$ cat src/rtl/memctl_if.sv
// Request/response and SSRAM pin bundle for the KS10 main-memory controller.
// The CPU side uses the master modport and the controller uses the slave modport.
interface memctl_if #(
    parameter int ADDR_WIDTH = 20
);
    logic                  req;
    logic                  rd;
    logic                  wr;
    logic [ADDR_WIDTH-1:0] addr;
    logic [0:35]           wdata;
    logic [0:35]           rdata;
    logic                  ack;
    logic                  nxm;
    logic                  busy;
    logic [ADDR_WIDTH-1:0] mem_addr;
    logic [0:35]           mem_din;
    logic [0:35]           mem_dout;
    logic                  mem_ce;
    logic                  mem_we;

    modport master (
        output req, rd, wr, addr, wdata,
        input  rdata, ack, nxm, busy
    );

    modport slave (
        input  req, rd, wr, addr, wdata, mem_dout,
        output rdata, ack, nxm, busy, mem_addr, mem_din, mem_ce, mem_we
    );

    modport ram (
        input  mem_addr, mem_din, mem_ce, mem_we,
        output mem_dout
    );
endinterface

$ cat src/rtl/memctl.sv
// KS10 main-memory controller: word read/write/RMW to a synchronous SSRAM with
// programmable wait states, and an NXM timeout for addresses beyond installed memory.
module memctl #(
    parameter int ADDR_WIDTH  = 20,
    parameter int MEM_SIZE    = 524288,
    parameter int WAIT_STATES = 1,
    parameter int NXM_TIMEOUT = 8
) (
    input  logic     clk,
    input  logic     rst,
    memctl_if.slave  bus
);
    typedef enum logic [2:0] {IDLE, ACCESS, ACK, NXM_WAIT, RMW_WAIT} state_t;
    typedef enum logic [1:0] {CMD_READ, CMD_WRITE, CMD_RMW} cmd_t;

    localparam int                  NXM_LAST  = NXM_TIMEOUT - 1;
    localparam logic [ADDR_WIDTH:0] MEM_LIMIT = MEM_SIZE[ADDR_WIDTH:0];
    localparam logic [7:0]          WAIT_INIT = WAIT_STATES[7:0];
    localparam logic [7:0]          NXM_INIT  = NXM_LAST[7:0];

    state_t     state;
    cmd_t       cmd;
    logic       rmw_lock;
    logic [7:0] cnt;

    // NOTE: all state and registered outputs use <= so every branch sees pre-edge values.
    always_ff @(posedge clk or posedge rst) begin
        if (rst) begin
            state        <= IDLE;
            cmd          <= CMD_READ;
            rmw_lock     <= 1'b0;
            cnt          <= '0;
            bus.rdata    <= '0;
            bus.ack      <= 1'b0;
            bus.nxm      <= 1'b0;
            bus.busy     <= 1'b0;
            bus.mem_addr <= '0;
            bus.mem_din  <= '0;
            bus.mem_ce   <= 1'b0;
            bus.mem_we   <= 1'b0;
        end else begin
            bus.ack <= 1'b0;
            bus.nxm <= 1'b0;
            unique case (state)
                IDLE: begin
                    if (bus.req && (bus.rd || bus.wr)) begin
                        cmd      <= bus.wr ? (bus.rd ? CMD_RMW : CMD_WRITE) : CMD_READ;
                        bus.busy <= 1'b1;
                        if ({1'b0, bus.addr} >= MEM_LIMIT) begin
                            state <= NXM_WAIT;
                            cnt   <= NXM_INIT;
                        end else begin
                            state        <= ACCESS;
                            cnt          <= WAIT_INIT;
                            bus.mem_ce   <= 1'b1;
                            bus.mem_we   <= bus.wr && !bus.rd;
                            bus.mem_addr <= bus.addr;
                            bus.mem_din  <= bus.wdata;
                        end
                    end
                end
                ACCESS: begin
                    if (cnt == 8'd0) begin
                        state      <= ACK;
                        bus.ack    <= 1'b1;
                        bus.mem_ce <= 1'b0;
                        bus.mem_we <= 1'b0;
                        if (!bus.mem_we) bus.rdata <= bus.mem_dout;
                    end else begin
                        cnt <= cnt - 8'd1;
                    end
                end
                ACK: begin
                    // Only the read half of an RMW parks in RMW_WAIT; its write half finishes normally.
                    if (cmd == CMD_RMW && !rmw_lock) begin
                        state    <= RMW_WAIT;
                        rmw_lock <= 1'b1;
                    end else begin
                        state    <= IDLE;
                        bus.busy <= 1'b0;
                        rmw_lock <= 1'b0;
                    end
                end
                NXM_WAIT: begin
                    if (bus.nxm) begin
                        state    <= IDLE;
                        bus.busy <= 1'b0;
                    end else if (cnt == 8'd0) begin
                        bus.nxm <= 1'b1;
                        if (cmd != CMD_WRITE) bus.rdata <= '0;
                    end else begin
                        cnt <= cnt - 8'd1;
                    end
                end
                RMW_WAIT: begin
                    // The write half reuses the locked address; only the new wdata is taken.
                    if (bus.req) begin
                        state       <= ACCESS;
                        cnt         <= WAIT_INIT;
                        bus.mem_ce  <= 1'b1;
                        bus.mem_we  <= 1'b1;
                        bus.mem_din <= bus.wdata;
                    end
                end
                default: state <= IDLE;
            endcase
        end
    end
endmodule

$ cat src/flat_wrapper.sv
// flat-port wrapper written by rule: the top's interface ports become plain ports
module memctl_flat 
#(
    parameter int ADDR_WIDTH  = 20,
    parameter int MEM_SIZE    = 524288,
    parameter int WAIT_STATES = 1,
    parameter int NXM_TIMEOUT = 8
)
  (clk, rst, bus_req, bus_rd, bus_wr, bus_addr, bus_wdata, bus_mem_dout, bus_rdata, bus_ack, bus_nxm, bus_busy, bus_mem_addr, bus_mem_din, bus_mem_ce, bus_mem_we);
  memctl_if #(.ADDR_WIDTH(ADDR_WIDTH)) bus_i ();
  input  logic clk;
  input  logic rst;
  input wire logic [$bits(bus_i.req)-1:0] bus_req;
  input wire logic [$bits(bus_i.rd)-1:0] bus_rd;
  input wire logic [$bits(bus_i.wr)-1:0] bus_wr;
  input wire logic [$bits(bus_i.addr)-1:0] bus_addr;
  input wire logic [$bits(bus_i.wdata)-1:0] bus_wdata;
  input wire logic [$bits(bus_i.mem_dout)-1:0] bus_mem_dout;
  output wire logic [$bits(bus_i.rdata)-1:0] bus_rdata;
  output wire logic [$bits(bus_i.ack)-1:0] bus_ack;
  output wire logic [$bits(bus_i.nxm)-1:0] bus_nxm;
  output wire logic [$bits(bus_i.busy)-1:0] bus_busy;
  output wire logic [$bits(bus_i.mem_addr)-1:0] bus_mem_addr;
  output wire logic [$bits(bus_i.mem_din)-1:0] bus_mem_din;
  output wire logic [$bits(bus_i.mem_ce)-1:0] bus_mem_ce;
  output wire logic [$bits(bus_i.mem_we)-1:0] bus_mem_we;
  assign bus_i.req = bus_req;
  assign bus_i.rd = bus_rd;
  assign bus_i.wr = bus_wr;
  assign bus_i.addr = bus_addr;
  assign bus_i.wdata = bus_wdata;
  assign bus_i.mem_dout = bus_mem_dout;
  assign bus_rdata = bus_i.rdata;
  assign bus_ack = bus_i.ack;
  assign bus_nxm = bus_i.nxm;
  assign bus_busy = bus_i.busy;
  assign bus_mem_addr = bus_i.mem_addr;
  assign bus_mem_din = bus_i.mem_din;
  assign bus_mem_ce = bus_i.mem_ce;
  assign bus_mem_we = bus_i.mem_we;
  memctl #(.ADDR_WIDTH(ADDR_WIDTH), .MEM_SIZE(MEM_SIZE), .WAIT_STATES(WAIT_STATES), .NXM_TIMEOUT(NXM_TIMEOUT)) u_core (.clk(clk), .rst(rst), .bus(bus_i));
endmodule
$ cat config.mk
export PLATFORM = sky130hd
export DESIGN_NAME = memctl_flat
export DESIGN_NICKNAME = d
export VERILOG_FILES = /design/src/rtl/memctl_if.sv /design/src/rtl/memctl.sv /design/src/flat_wrapper.sv
export SDC_FILE = /design/constraint.sdc
export NUM_CORES = 1
export LEC_CHECK = 0
export CAP_MARGIN = 20
export CORE_MARGIN = 2
export CORE_UTILIZATION = 40
export CTS_BUF_LIST = sky130_fd_sc_hd__clkbuf_4
export DETAILED_ROUTE_END_ITERATION = 6
export PLACE_DENSITY = 0.79
export SLEW_MARGIN = 40
export SYNTH_ARGS = -nofsm -noshare
export SYNTH_HDL_FRONTEND = slang
export SYNTH_SLANG_ARGS = --single-unit
$ cat constraint.sdc
create_clock -name clk -period 10.7 [get_ports clk]
set_input_delay 2.14 -clock clk [delete_from_list [all_inputs] [get_ports clk]]
set_output_delay 2.14 -clock clk [all_outputs]
set_load 0.01 [all_outputs]
==> results.py, run 1 <==
metrics = {
    "run_status": {
        "status": "complete, no violations",
    },
    "sta": {
        "fin_crit_sh": 0.3656,
        "slew_violations": 0,
        "setup_viol": 0,
        "hold_viol": 0,
        "skew_ns": 0.02016,
        "relSlewSlack": 0.5000,
        "timing.fmax_mhz": 255.6,
        "tightest_slew_ns": 0.7433,
        "period_needed_ns": 3.912,
        "rsz0062_at_grt": "no",
        "tns_ns": 0,
    },
    "global_routing": {
        "grt_max_degree": 73,
        "globalRouteTotalUtil": 0.1802,
        "antenna_found_initial": 0,
        "grt_pass1_vias": 3807,
        "grt_pass1_wl_um": 18630,
        "grt-ovfl-total": 0,
    },
    "power": {
        "powerDensity_nw_per_um2": 256.3,
        "switching_share": 0.3497,
        "power_frac_clock": 0.109,
        "p_sw_w": 0.0006272,
        "p_seq_frac": 0.409,
        "total_power_w": 0.001793,
        "leakage_nw": 3.074,
        "p_int_w": 0.001166,
        "ir_drop_mv": 0.1295,
        "combPwrFrac": 0.482,
    },
    "place": {
        "port_buffers": 193,
        "gp_congestion": 0.8806,
        "place_hpwl_um": 8655,
    },
    "critical_path": {
        "slowest_delay_ns": 0.51,
        "cp_slowest_cell": "clkdlybuf4s50_1",
        "critPathRequiredTime_ns": 11.09,
        "cp-start-kind": "input pin",
        "cp_cell_sequence": "clkdlybuf4s50_1, o21ba_2, o211ai_1, buf_4, o31ai_1, mux2_2",
        "crit_path_max_fanout": 28,
        "cp_top_family": "buffers and inverters",
        "cp-end-kind": "register",
        "critPathBufInv": 2,
        "arrival_ns": 4.30,
        "path_class": "input pin to register",
    },
    "clock_tree": {
        "htree_levels": 3,
        "cts_tree": "done",
        "ctsLongestPathBuffers": 2,
        "cts.reportedPaths.clkPinSlew_ns": 0.17,
        "ctsResizeCount": 0,
        "cts_hold_buffers": 0,
        "cts_root_buffer": "clkbuf_4",
        "cts_made_buffers": 9,
        "clk_latency_ns": 0.48,
        "clock_sinks": 111,
        "post_cts_buffers": 0,
    },
    "final_layout": {
        "drive_gt1_frac": 0.1453,
        "area_delta_synth_final_pct": 44.15,
        "final_nets": 686,
        "diodes": 0,
        "filler_cell_count": 997,
    },
    "die": {
        "core-area_um2": 11910,
        "floorplan.initialDensity": 0.4076,
        "ios": 194,
        "num_rows": 40,
        "dieArea_um2": 13030,
        "die_h_um": 114.2,
        "die_width_um": 114.2,
    },
    "logic_synthesis": {
        "ys_ff_latch": 111,
        "synth.most_common_cell": "dfrtp_1",
        "async_flop_share": 1.000,
        "synth_warnings": 0,
        "seq_area_frac_synth": 0.5722,
        "synthDominantCellAreaShare": 0.5722,
        "syn-instance-count": 394,
        "synth_largest_area_cell": "dfrtp_1",
        "synth_edf_count": 0,
        "synth_area_um2": 4855,
        "synthFlopType": "dfrtp_1",
        "syn_avg_cell_area_um2": 12.32,
        "synth_commonest_cells": "dfrtp_1 (111), mux2_2 (57), inv_1 (46), nand2_1 (42), mux2i_1 (36)",
        "yosysUniqueCellTypes": 50,
        "synth_area_leaders": "dfrtp_1 (57%), mux2_2 (13%), mux2i_1 (7.4%), inv_1 (3.6%), nand2_1 (3.2%)",
        "syn_nets": 493,
    },
    "route": {
        "num_vias": 3718,
        "drt_iter0_drc": 242,
        "vias_per_cell": 5.031,
        "drt_pass1_iterations": 4,
        "drc": 0,
        "wirelength_um": 11740,
        "wire_per_inst_um": 15.88,
        "antenna_left": 0,
    },
    "run": {
        "maxCapViolations": 0,
    },
    "min_path": {
        "hold_path.class": "register to register",
    },
}
## state kept, by name, indices dropped and copies added, names as in the netlist
register             count
u_core.bus.ack           1
u_core.bus.busy          1
u_core.bus.mem_addr     20
u_core.bus.mem_ce        1
u_core.bus.mem_din      36
u_core.bus.mem_we        1
u_core.bus.nxm           1
u_core.bus.rdata        36
u_core.cmd               2
u_core.cnt               8
u_core.rmw_lock          1
u_core.state             3
## metrics by stage
| step | instances | hold slack, ns | cell area (um2) | util | setup slack, ns |
|---|---|---|---|---|---|
| after floorplan | 394 | 0.4533 | 4855 | - | 5.629 |
| after global placement | 722 | 0.4825 | 6862 | 0.5761 | 6.007 |
| after detailed placement | 723 | 0.4903 | 6870 | 0.5768 | 6.251 |
| after CTS | 739 | 0.5300 | 6992 | 0.5870 | 6.812 |
| after global routing | 739 | 0.5379 | 6998 | 0.5875 | 6.648 |
| final | 739 | 0.5262 | 6998 | 0.5875 | 6.788 |
## worst reg2reg max path, stage by stage, from the launching register on
cell and delay (ns):
dfrtp_1 0.49, or4_1 0.58, or3_4 0.42, a2111oi_4 0.20, buf_4 0.55, mux2i_1 0.29
## layout by cell type (no fill, tap or decap), types with 2 or more instances in the layout
| cell type | synthesis | routed |
|---|---|---|
| a21o_1 | 3 | 3 |
| a21oi_1 | 10 | 10 |
| a31oi_1 | 5 | 5 |
| buf_4 | 1 | 4 |
| clkbuf_4 | 0 | 9 |
| clkdlybuf4s50_1 | 0 | 193 |
| dfrtp_1 | 111 | 111 |
| ha_1 | 2 | 2 |
| inv_1 | 46 | 45 |
| inv_6 | 0 | 3 |
| mux2_2 | 57 | 57 |
| mux2i_1 | 36 | 36 |
| nand2_1 | 42 | 42 |
| nand3_1 | 3 | 3 |
| nor2_1 | 5 | 5 |
| nor2b_1 | 4 | 4 |
| nor3_1 | 7 | 7 |
| nor3b_1 | 2 | 2 |
| nor4_1 | 3 | 2 |
| o21ai_0 | 5 | 5 |
| o22ai_1 | 2 | 2 |
| o31ai_1 | 3 | 3 |
| o41ai_1 | 4 | 4 |
| or3_1 | 2 | 2 |
| or4_1 | 2 | 2 |
## area by class of cell
| cell class | count | area (um2) | area share |
|---|---|---|---|
| Clock buffer | 9 | 67.56 | 0.009655 |
| Clock inverter | 7 | 53.80 | 0.007688 |
| Inverter | 46 | 175.2 | 0.02503 |
| Multi-Input combinational cell | 220 | 1762 | 0.2517 |
| Sequential cell | 111 | 2778 | 0.3969 |
| Tap cell | 147 | 183.9 | 0.02628 |
| Timing Repair Buffer | 199 | 1978 | 0.2827 |
## kinds of logic (layout without fill, tap and decap cells)
family | after synthesis | count (layout) | synth area share
adders and majority gates | 2 | 2 | 0.005154
DFF | 111 | 111 | 0.5722
and+or+nand+nor | 78 | 78 | 0.07809
AOI/OAI and AO/OA | 47 | 47 | 0.07191
buffers and inverters | 63 | 261 | 0.06624
muxes | 93 | 93 | 0.2064
## layer usage
| metal | vias up | part of all wire | GRT usage |
|---|---|---|---|
| li1 | 1740 | - | - |
| met4 | 0 | 0.016 | 0.06585 |
| met3 | 16 | 0.083 | 0.05400 |
| met2 | 149 | 0.50 | 0.3024 |
| met5 | - | 0 | 0 |
| met1 | 1813 | 0.40 | 0.2206 |
## path summary, 6_finish.rpt
check                                           from                            endpoint  slack [ns]  depth (start not counted)
min in group asynchronous                        rst  u_core.bus.mem_din[11]$_DFFE_PP0P_        2.01                          2
min                        u_core.cmd[1]$_DFFE_PP0P_           u_core.cmd[1]$_DFFE_PP0P_        0.53                          2
max                                           bus_wr       u_core.bus.mem_we$_DFFE_PP0P_        6.79                          6
max reg2reg                u_core.cnt[2]$_DFFE_PP0P_    u_core.bus.rdata[14]$_DFFE_PP0P_        8.10                          5
min reg2reg                u_core.cmd[1]$_DFFE_PP0P_           u_core.cmd[1]$_DFFE_PP0P_        0.53                          2
max in group asynchronous                        rst           u_core.cnt[6]$_DFFE_PP0P_        7.66                          3
## power groups by stage
| stage | combinational, W | sequential, W | clock (W) |
|---|---|---|---|
| after floorplan | 0.000338 | 0.000802 | 0 |
| after global placement | 0.000847 | 0.000729 | 0 |
| after detailed placement | 0.000872 | 0.000743 | 0 |
| after CTS | 0.000875 | 0.000735 | 0.000207 |
| after global routing | 0.000933 | 0.000760 | 0.000222 |
| final | 0.000864 | 0.000734 | 0.000195 |
No activity file was read; power rests on OpenSTA's default activity.
==> inputs of run 2 (changes only) <==
- PLACE_DENSITY: 0.79 -> 0.82
- clock period: 10.7 -> 3.4 ns (I/O delays scaled with it)
==> run 2 against run 1 <==
Sequential share of layout area decreased by 0.23 points. Critical path depth down 1. Non-clock buffer count is 1 higher. Cell count grew 0.14%. Sequential power grew to 3.1 times the previous value. Global-route usage increased by 0.35 points. Hold slack worse by 0.0063 ns. Combinational power grew to 3.2 times the previous value. Register-to-register slack worse by 7.3 ns.
==> results.py, run 2 (synthesized netlist as in run 1, its figures left out) <==
metrics = {
    "die": {
        "core-area_um2": 11910,
        "floorplan.initialDensity": 0.4076,
        "dieArea_um2": 13030,
        "die_width_um": 114.2,
        "ios": 194,
        "die_h_um": 114.2,
        "num_rows": 40,
    },
    "power": {
        "combPwrFrac": 0.478,
        "p_seq_frac": 0.405,
        "power_frac_clock": 0.117,
        "leakage_nw": 3.087,
        "p_int_w": 0.003755,
        "ir_drop_mv": 0.4827,
        "switching_share": 0.3418,
        "powerDensity_nw_per_um2": 810.7,
        "p_sw_w": 0.001950,
    },
    "route": {
        "wirelength_um": 11820,
        "vias_per_cell": 5.024,
        "num_vias": 3718,
        "drt_iter0_drc": 282,
        "wire_per_inst_um": 15.98,
        "drc": 0,
        "drt_pass1_iterations": 4,
        "antenna_left": 0,
    },
    "final_layout": {
        "final_util": 0.5909,
        "final_common_cell": "clkdlybuf4s50_1",
        "stdcell_area_um2": 7038,
        "final_cell_mix": "clkdlybuf4s50_1 (193), dfrtp_1 (111), mux2_2 (57)",
        "filler_cell_count": 993,
        "diodes": 0,
        "reg_top3": "u_core.bus.mem_din (36), u_core.bus.rdata (36), u_core.bus.mem_addr (20)",
        "final_cells": 740,
        "area_delta_synth_final_pct": 44.97,
        "multi_input_area_um2": 1762,
        "ff_latch_area_um2": 2778,
        "drive_gt1_frac": 0.1467,
        "final_nets": 687,
    },
    "place": {
        "port_buffers": 193,
        "place_hpwl_um": 8773,
        "placed_cells": 724,
        "post_dp_cell_area_um2": 6890,
        "gp_congestion": 0.8990,
    },
    "sta": {
        "tns_ns": 0,
        "slew_violations": 0,
        "period_needed_ns": 2.611,
        "tightest_slew_ns": 0.7924,
        "skew_ns": 0.01670,
        "rsz0062_at_grt": "no",
        "whs_ns": 0.5200,
        "relSlewSlack": 0.4670,
        "fin_crit_sh": 0.7681,
        "setup_viol": 0,
        "timing.fmax_mhz": 382.9,
        "hold_viol": 0,
    },
    "global_routing": {
        "grt_pass1_vias": 3900,
        "grt_max_degree": 49,
        "antenna_found_initial": 0,
        "grt-ovfl-total": 0,
        "globalRouteTotalUtil": 0.1837,
        "grt_pass1_wl_um": 19040,
    },
    "min_path": {
        "hold_path.class": "register to register",
        "hold_start": "u_core.rmw_lock$_DFFE_PP0P_",
    },
    "critical_path": {
        "critPathRequiredTime_ns": 3.79,
        "crit_path_max_fanout": 36,
        "slowest_delay_ns": 0.59,
        "cp-start-kind": "register",
        "arrival_ns": 3.00,
        "cp_slowest_cell": "or4_1",
        "cp_top_family": "simple AND/OR/NAND/NOR gates",
        "cp_cell_sequence": "or4_1, or3_4, a2111oi_4, buf_4, mux2i_1",
        "critPathBufInv": 1,
        "cp-end-kind": "register",
        "path_class": "register to register",
        "cp-startpoint": "u_core.cnt[2]$_DFFE_PP0P_",
        "rr_startpoint": "u_core.cnt[2]$_DFFE_PP0P_",
    },
    "run": {
        "maxCapViolations": 0,
    },
    "clock_tree": {
        "clock_sinks": 111,
        "cts_made_buffers": 9,
        "cts_tree": "done",
        "ctsResizeCount": 0,
        "clk_latency_ns": 0.46,
        "cts_hold_buffers": 0,
        "cts_root_buffer": "clkbuf_4",
        "ctsLongestPathBuffers": 2,
        "htree_levels": 3,
        "post_cts_buffers": 0,
        "cts.reportedPaths.clkPinSlew_ns": 0.16,
    },
    "run_status": {
        "status": "complete, no violations",
    },
}
## run 2: worst min-delay path, cell delays in order (launching register included)
cell	delay [ns]
dfrtp_1	0.37
o31ai_1	0.07
nand2_1	0.06
## run 2: power groups by stage
stage	registers [W]	clock network (W)	logic, W
after floorplan	0.00252	0	0.00106
after CTS	0.00231	0.000701	0.00276
after global routing	0.00239	0.000750	0.00294
after detailed placement	0.00234	0	0.00274
after global placement	0.00230	0	0.00266
final	0.00231	0.000668	0.00273
## run 2: final timing paths
| kind | endpoint | slack, ns | depth (start not counted) |
|---|---|---|---|
| hold reg to reg | u_core.rmw_lock$_DFFE_PP0P_ | 0.52 | 2 |
| hold / removal | u_core.rmw_lock$_DFFE_PP0P_ | 0.52 | 2 |
| setup reg to reg | u_core.bus.rdata[11]$_DFFE_PP0P_ | 0.79 | 5 |
| setup / recovery | u_core.bus.rdata[11]$_DFFE_PP0P_ | 0.79 | 5 |
| min in group asynchronous | u_core.bus.mem_din[12]$_DFFE_PP0P_ | 0.65 | 2 |
| max in group asynchronous | u_core.bus.rdata[5]$_DFFE_PP0P_ | 1.89 | 3 |
## run 2: through the flow
step / total power [W] / worst slack [ns]
floorplan: 0.003589 / 1.168
global placement: 0.004960 / 0.6235
detailed placement: 0.005082 / 0.3924
CTS: 0.005768 / 0.7805
global route: 0.006074 / 0.6693
finish: 0.005706 / 0.7885
## run 2: cell type report
type | instances | share of cell area
Timing Repair Buffer | 200 | 0.2837
Inverter | 46 | 0.02507
Clock inverter | 5 | 0.008356
Tap cell | 147 | 0.02613
Clock buffer | 11 | 0.01173
Sequential cell | 111 | 0.3947
Multi-Input combinational cell | 220 | 0.2503
## run 2: routing by layer
layer	up-vias	global-route usage	part of all wire
li1	1740	-	-
met1	1797	0.2251	0.41
met2	166	0.2976	0.48
met3	15	0.06829	0.099
met4	0	0.06829	0.016
met5	-	0	0
==> inputs of run 3 (changes only) <==
- PLACE_DENSITY: 0.82 -> 0.79
- clock period: 3.4 -> 2.5 ns (I/O delays scaled with it)
==> run 3 against run 2 <==
Via count fell by 0.48%. Critical endpoint is now u_core.bus.rdata[5]$_DFFE_PP0P_. Clock skew grew 0.0016 ns. Critical path depth unchanged. Cell count up 1.6%. Worst setup slack got worse by 0.67 ns. Combinational power increased by 40%. Non-clock buffer count grew 12. Largest cell class unchanged. Sequential share of layout area fell by 0.75 points. Cell area increased by 1.9%. Utilization rose by 1.1 points. Sequential power increased by 35%.
==> results.py, run 3 (synthesized netlist as in run 1, its figures left out) <==
metrics = {
    "critical_path": {
        "slowest_delay_ns": 0.58,
        "cp_top_family": "simple AND/OR/NAND/NOR gates",
        "cp_cell_sequence": "or4_1, or3_4, a2111oi_4, buf_12, mux2i_1",
        "cp-start-kind": "register",
        "cp_slowest_cell": "or4_1",
        "path_depth": 5,
        "arrival_ns": 2.75,
        "critPathBufInv": 1,
        "rr_worst_depth": 5,
        "crit_path_max_fanout": 36,
        "path_class": "register to register",
        "cp-end-kind": "register",
        "critPathRequiredTime_ns": 2.87,
    },
    "place": {
        "dp_slack_ns": 0.05745,
        "port_buffers": 193,
        "place_hpwl_um": 8957,
        "gp_congestion": 0.8625,
    },
    "die": {
        "num_rows": 40,
        "dieArea_um2": 13030,
        "floorplan.initialDensity": 0.4076,
        "core-area_um2": 11910,
        "die_h_um": 114.2,
        "die_width_um": 114.2,
        "ios": 194,
    },
    "clock_tree": {
        "cts_made_buffers": 9,
        "cts_hold_buffers": 0,
        "ctsResizeCount": 0,
        "post_cts_buffers": 0,
        "cts_root_buffer": "clkbuf_4",
        "htree_levels": 3,
        "ctsLongestPathBuffers": 2,
        "clock_sinks": 111,
        "cts_tree": "done",
        "clk_latency_ns": 0.46,
        "cts.reportedPaths.clkPinSlew_ns": 0.18,
    },
    "global_routing": {
        "globalRouteTotalUtil": 0.1838,
        "grt_pass1_vias": 3922,
        "busiest_layer": "met2",
        "antenna_found_initial": 0,
        "grt-ovfl-total": 0,
        "grt_pass1_wl_um": 19160,
        "use_met1": 0.2314,
        "met3_usage": 0.05453,
        "grt_max_degree": 43,
        "met2_usage": 0.3052,
    },
    "min_path": {
        "hold_path.class": "input pin to asynchronous set/reset pin",
    },
    "power": {
        "combPwrFrac": 0.487,
        "leakage_nw": 3.167,
        "switching_share": 0.3404,
        "p_seq_frac": 0.396,
        "p_sw_w": 0.002671,
        "p_int_w": 0.005176,
        "ir_drop_mv": 0.5796,
        "power_frac_clock": 0.116,
        "powerDensity_nw_per_um2": 1094,
    },
    "sta": {
        "relSlewSlack": 0.5659,
        "tightest_slew_ns": 0.6498,
        "period_needed_ns": 2.380,
        "setup_viol": 0,
        "rsz0062_at_grt": "no",
        "tns_ns": 0,
        "slew_violations": 0,
        "timing.fmax_mhz": 420.2,
        "fin_crit_sh": 0.9520,
        "hold_viol": 0,
        "fin_ws_ns": 0.1201,
        "skew_ns": 0.01835,
    },
    "final_layout": {
        "area_delta_synth_final_pct": 47.78,
        "final_common_cell": "clkdlybuf4s50_1",
        "reg_top3": "u_core.bus.mem_din (36), u_core.bus.rdata (36), u_core.bus.mem_addr (20)",
        "final_nets": 699,
        "final_cell_mix": "clkdlybuf4s50_1 (193), dfrtp_1 (111), mux2_2 (57)",
        "filler_cell_count": 987,
        "drive_gt1_frac": 0.1620,
        "diodes": 0,
    },
    "run_status": {
        "status": "complete, no violations",
    },
    "route": {
        "drt_iter0_drc": 271,
        "vias_per_cell": 4.920,
        "drc": 0,
        "antenna_left": 0,
        "wirelength_um": 11900,
        "drt_pass1_iterations": 4,
        "wire_per_inst_um": 15.82,
        "num_vias": 3700,
    },
    "run": {
        "maxCapViolations": 0,
    },
}
## run 3: changes by cell type in the layout (fill, tap and decap cells not counted), sizes merged
cell,delta
clkbuf,-1
clkinvlp,-1
inv,+1
buf,+12
clkinv,+1
## run 3: path summary, 6_finish.rpt
kind | end | from | slack [ns]
max | u_core.bus.rdata[5]$_DFFE_PP0P_ | u_core.cnt[2]$_DFFE_PP0P_ | 0.12
min | u_core.bus.mem_din[15]$_DFFE_PP0P_ | rst | 0.45
max reg2reg | u_core.bus.rdata[5]$_DFFE_PP0P_ | u_core.cnt[2]$_DFFE_PP0P_ | 0.12
min reg2reg | u_core.bus.mem_din[29]$_DFFE_PP0P_ | u_core.bus.mem_din[29]$_DFFE_PP0P_ | 0.52
max in group asynchronous | u_core.bus.mem_din[30]$_DFFE_PP0P_ | rst | 1.42
min in group clk | u_core.bus.mem_din[29]$_DFFE_PP0P_ | u_core.bus.mem_din[29]$_DFFE_PP0P_ | 0.52
## run 3: per-stage QoR
stage	total power, W	instances	util	instance area [um2]	hold WS (ns)
floorplan	0.004881	394	-	4858	0.4533
global placement	0.006839	736	0.5902	7030	0.4754
detailed placement	0.007005	736	0.5902	7030	0.4930
CTS	0.007940	752	0.6023	7174	0.4455
global route	0.008376	752	0.6023	7174	0.4909
finish	0.007847	752	0.6023	7174	0.4492
## run 3: layer usage
layer	vias up	wire, um
met4	0	153
met5	-	0
li1	1756	-
met1	1795	4931
met2	137	5769
met3	12	1041
## run 3: power groups by stage
| stage | clock network [W] | registers (W) | logic (W) |
|---|---|---|---|
| finish | 0.000913 | 0.00311 | 0.00382 |
| global route | 0.00101 | 0.00321 | 0.00415 |
| CTS | 0.000955 | 0.00311 | 0.00388 |
| detailed placement | 0 | 0.00314 | 0.00386 |
| global placement | 0 | 0.00308 | 0.00375 |
| floorplan | 0 | 0.00343 | 0.00145 |
## run 3: final cells by class
type                            count  area [um2]  share of cell area
Clock inverter                      6       68.82            0.009592
Multi-Input combinational cell    220        1755              0.2447
Inverter                           46       176.4             0.02459
Timing Repair Buffer              212        2137              0.2979
Tap cell                          147       183.9             0.02564
Sequential cell                   111        2778              0.3872
Clock buffer                       10       75.07             0.01046
==> edit 1: new RTL, config.mk and constraints of run 3 <==
The 5 states of `state_t` get a Gray code encoding in 3 bits.
--- a/src/rtl/memctl.sv
+++ b/src/rtl/memctl.sv
@@ -10,7 +10,7 @@
     input  logic     rst,
     memctl_if.slave  bus
 );
-    typedef enum logic [2:0] {IDLE, ACCESS, ACK, NXM_WAIT, RMW_WAIT} state_t;
+    typedef enum logic [2:0] {IDLE = 3'b000, ACCESS = 3'b001, ACK = 3'b011, NXM_WAIT = 3'b010, RMW_WAIT = 3'b110} state_t;
     typedef enum logic [1:0] {CMD_READ, CMD_WRITE, CMD_RMW} cmd_t;
 
     localparam int                  NXM_LAST  = NXM_TIMEOUT - 1;
Formal check against the unedited RTL: same outputs for any inputs over 4 cycles, from zero or initial values and one cycle with rst high; so few cycles prove little.
==> edit 1 against run 3 <==
- utilization is 0.30 points higher
- worst setup slack better by 0.27 ns
- die area is 2.5% lower
- wire length is 1.7% higher
- sequential power is 3% higher
- sequential cell count stayed put
- total power is 2.9% higher
- synthesized area is 2.6% lower
- final area is 3.2% lower
- critical endpoint is now bus_mem_we
- largest power group unchanged
==> edit 1: results (changes against run 3) <==
- Met2 GRT Util: 32.7% (was 30.5%)
- VDD IR max: 613 uV (was 580 uV)
- Routed wire length per instance: 17.8 um (was 15.8 um)
- Top cells by area, synth: dfrtp_1, mux2_4, a22o_1, mux2_2, buf_6 (was dfrtp_1, mux2_2, mux2i_1, inv_1, nand2_1)
- Crit path capture: bus_mem_we (was u_core.bus.rdata[5])
- Nets: 631 (was 699)
- Layout non-clock buf frac: 29.3% (was 29.8%)
- Largest net degree at the start of global routing: 56 (was 43)
- Detailed Place HPWL: 8890 um (was 8960 um)
- Yosys cell types: 51 (was 50)
- # placed instances: 664 (was 736)
- Critical R2R Capture: u_core.bus.rdata[33] (was u_core.bus.rdata[5])
- CP Max Fanout: 6 (was 36)
- Slowest cell delay on critical path: 0.61 ns (was 0.58 ns)
- Multi-input combinational area share: 25.4% (was 24.5%)
- Vias: 3495 (was 3700)
- Clock skew: 0.0163 ns (was 0.0184 ns)
- Status: complete, no violations (unchanged)
- Clock-cell share: 2.02% (was 2.01%)
- CP max-delay cell: clkdlybuf4s50_1 (was or4_1)
- Vias in the first global route: 3644 (was 3922)
- Clkbuf count: 11 (was 10)
- Met2 routed WL: 6110 um (was 5770 um)
- CP top delay family: buffers and inverters (was simple AND/OR/NAND/NOR gates)
- DIE WIDTH: 113 um (was 114 um)
- Commonest cells in the netlist: dfrtp_1, a22o_1, mux2_4 (was dfrtp_1, mux2_2, inv_1)
- Leakage: 3.07 nW (was 3.17 nW)
==> edit 1: cell types whose count changed after synthesis, moves of 29 or more <==
cell	change
mux2i_1	-35
nand2_1	-29
a22o_1	+36
mux2_4	+29
inv_1	-35
mux2_2	-30
==> edit 1: power by group through the flow <==
stage	combinational, W	clock (W)	sequential [W]
after detailed placement	0.00398	0	0.00325
final	0.00396	0.000909	0.00321
after floorplan	0.00171	0	0.00347
after CTS	0.00400	0.000942	0.00321
after global placement	0.00389	0	0.00320
after global routing	0.00423	0.00102	0.00333
==> edit 1: cells by family (layout without fill, tap and decap cells) <==
group / after synthesis / count (layout) / share of synthesized area [%]
DFF: 111 / 111 / 58.7
AOI/OAI and AO/OA: 80 / 80 / 13.2
and+or+nand+nor: 58 / 58 / 7.70
muxes: 57 / 57 / 15.8
buffers and inverters: 27 / 229 / 3.99
adders and majority gates: 2 / 2 / 0.529
==> edit 2: new RTL, flow settings as in run 3 <==
Without the edit above. `ADDR_WIDTH` is set to 20 in 3 places; all go to 30.
--- a/src/rtl/memctl_if.sv
+++ b/src/rtl/memctl_if.sv
@@ -1,7 +1,7 @@
 // Request/response and SSRAM pin bundle for the KS10 main-memory controller.
 // The CPU side uses the master modport and the controller uses the slave modport.
 interface memctl_if #(
-    parameter int ADDR_WIDTH = 20
+    parameter int ADDR_WIDTH = 30
 );
     logic                  req;
     logic                  rd;
--- a/src/rtl/memctl.sv
+++ b/src/rtl/memctl.sv
@@ -1,7 +1,7 @@
 // KS10 main-memory controller: word read/write/RMW to a synchronous SSRAM with
 // programmable wait states, and an NXM timeout for addresses beyond installed memory.
 module memctl #(
-    parameter int ADDR_WIDTH  = 20,
+    parameter int ADDR_WIDTH  = 30,
     parameter int MEM_SIZE    = 524288,
     parameter int WAIT_STATES = 1,
     parameter int NXM_TIMEOUT = 8
--- a/src/flat_wrapper.sv
+++ b/src/flat_wrapper.sv
@@ -1,7 +1,7 @@
 // flat-port wrapper written by rule: the top's interface ports become plain ports
 module memctl_flat 
 #(
-    parameter int ADDR_WIDTH  = 20,
+    parameter int ADDR_WIDTH  = 30,
     parameter int MEM_SIZE    = 524288,
     parameter int WAIT_STATES = 1,
     parameter int NXM_TIMEOUT = 8
Interface: changed (resized bus_addr and bus_mem_addr); port bits go from 194 to 214. The function was not compared with the original's and may differ.
==> edit 2 against run 3 <==
- fmax is 18% higher
- worst setup slack better by 0.36 ns
- die area is 7.9% higher
- synthesized cell count is 6.9% higher
- synthesized area is 8.2% higher
- sequential cell count is 10 higher
- final area is 10% higher
- total power is 0.24% lower
- utilization is 2.1 points higher
- wire length is 6.4% higher
- first-iteration DRC count is 40% lower
==> edit 2: results (changes against run 3) <==
- Slew @ Worst Pin: 0.598 ns (was 0.650 ns)
- Area fraction in compound gates after synthesis: 3.17% (was 7.19%)
- Share of layout cells above drive strength 1: 16.3% (was 16.2%)
- Top cells by area, synth: dfrtp_1, mux2i_1, mux2_2, mux2_4, nand2_1 (was dfrtp_1, mux2_2, mux2i_1, inv_1, nand2_1)
- Multiplexer share of the synthesized area: 21.5% (was 20.6%)
- CTS H-tree lvls: 4 (was 3)
- Post-synth net total: 530 (was 493)
- Vias: 3972 (was 3700)
- CP top delay family: buffers and inverters (was simple AND/OR/NAND/NOR gates)
- Arrival @ worst endpoint: 1.52 ns (was 2.75 ns)
- Detailed Place HPWL: 9200 um (was 8960 um)
- Clock skew: 0.0157 ns (was 0.0184 ns)
- CP max-delay cell: clkdlybuf4s50_1 (was or4_1)
- Gr usage total: 18.7% (was 18.4%)
- Nets: 751 (was 699)
- Routed wire length per instance: 15.3 um (was 15.8 um)
- CTS clk-pin slew, worst paths: 0.11 ns (was 0.18 ns)
- Global-route wire length before repair: 20800 um (was 19200 um)
- Largest registers: u_core.bus.mem_din: 36 flops, u_core.bus.rdata: 36 flops, u_core.bus.mem_addr: 30 flops (was u_core.bus.mem_din: 36 flops, u_core.bus.rdata: 36 flops, u_core.bus.mem_addr: 20 flops)
- Leakage: 3.58 nW (was 3.17 nW)
- Starting DRT DRC Count: 162 (was 271)
- Fillers: 1032 (was 987)
- Sequential area share after synthesis: 57.6% (was 57.2%)
- Post-synthesis adder-cell area fraction: 0.476% (was 0.515%)
- R2R Path Start: u_core.state[1] (was u_core.cnt[2])
- Commonest cells in the netlist: dfrtp_1, nand2_1, mux2i_1 (was dfrtp_1, mux2_2, inv_1)
- Reg-to-reg slack, setup: 0.51 ns (was 0.12 ns)
- Largest net degree at the start of global routing: 71 (was 43)
- Port-buffer cells: 213 (was 193)
- VDD IR max: 448 uV (was 580 uV)
- Latest clock arrival within the worst-skew pair: 0.52 ns (was 0.46 ns)
- Synth Area in XOR/XNOR: 0% (unchanged)
- CP Max Fanout: 5 (was 36)
- Yosys cell types: 41 (was 50)
- R2R depth: 4 (was 5)
- Vias in the first global route: 4186 (was 3922)
- Status: complete, no violations (unchanged)
- Placer Congestion: 0.839 (was 0.863)
- Num CTS Buffers: 17 (was 9)
[edit 2: changes by cell type after synthesis, moves of 9 or more]
cell     before  now
a21oi_1      10    1
dfrtp_1     111  121
mux2_2       57   38
mux2_4        0   18
nand2_1      42   54
nor2b_1       4   14
[edit 2: kinds of logic after synthesis]
family | count (synthesis)
mux | 99
compound gates | 23
buf+inv | 61
simple gates | 115
fa+ha+maj | 2
flops | 121
[edit 2: how the worst max path moves through the flow]
stage	startpoint	to	cells after the start
floorplan	rst	u_core.bus.ack	1
global placement	bus_addr[29]	u_core.bus.mem_addr[17]	6
detailed placement	bus_addr[23]	u_core.bus.mem_addr[0]	6
CTS	u_core.bus.nxm	bus_nxm	1
global route	u_core.bus.nxm	bus_nxm	1
finish	u_core.bus.nxm	bus_nxm	1
[edit 2: area by class of cell]
| type | instances | share of cell area [%] |
|---|---|---|
| clock buffers | 18 | 1.71 |
| clock inverters | 14 | 2.27 |
| inverters | 41 | 1.99 |
| multi-input cells | 239 | 24.4 |
| flip-flops and latches | 121 | 38.2 |
| well taps | 172 | 2.72 |
| repair buffers | 222 | 28.7 |
[edit 2: where the power goes]
part           switching [W]  internal [W]
Sequential          0.000442       0.00261
Combinational        0.00135       0.00190
Clock               0.000734      0.000793
[edit 2: metal layers]
metal / vias to the layer above / wire (um) / global-route usage (%)
li1: 1855 / - / -
met1: 1901 / 5080 / 21.5
met2: 179 / 5850 / 29.0
met3: 37 / 1260 / 8.40
met4: 0 / 459 / 10.1
met5: - / 0 / 0
[edit 2: stage by stage]
stage	worst slack (ns)	cell area, um2	hold WS, ns	power (W)	std cells
3_5_place_dp	0.133	7610	0.471	0.00636	795
2_1_floorplan	0.517	5260	0.445	0.00468	421
6_report	0.479	7920	0.423	0.00783	827
4_1_cts	0.403	7920	0.364	0.00794	827
5_1_grt	0.364	7920	0.385	0.00832	827
3_3_place_gp	0.160	7610	0.462	0.00625	795
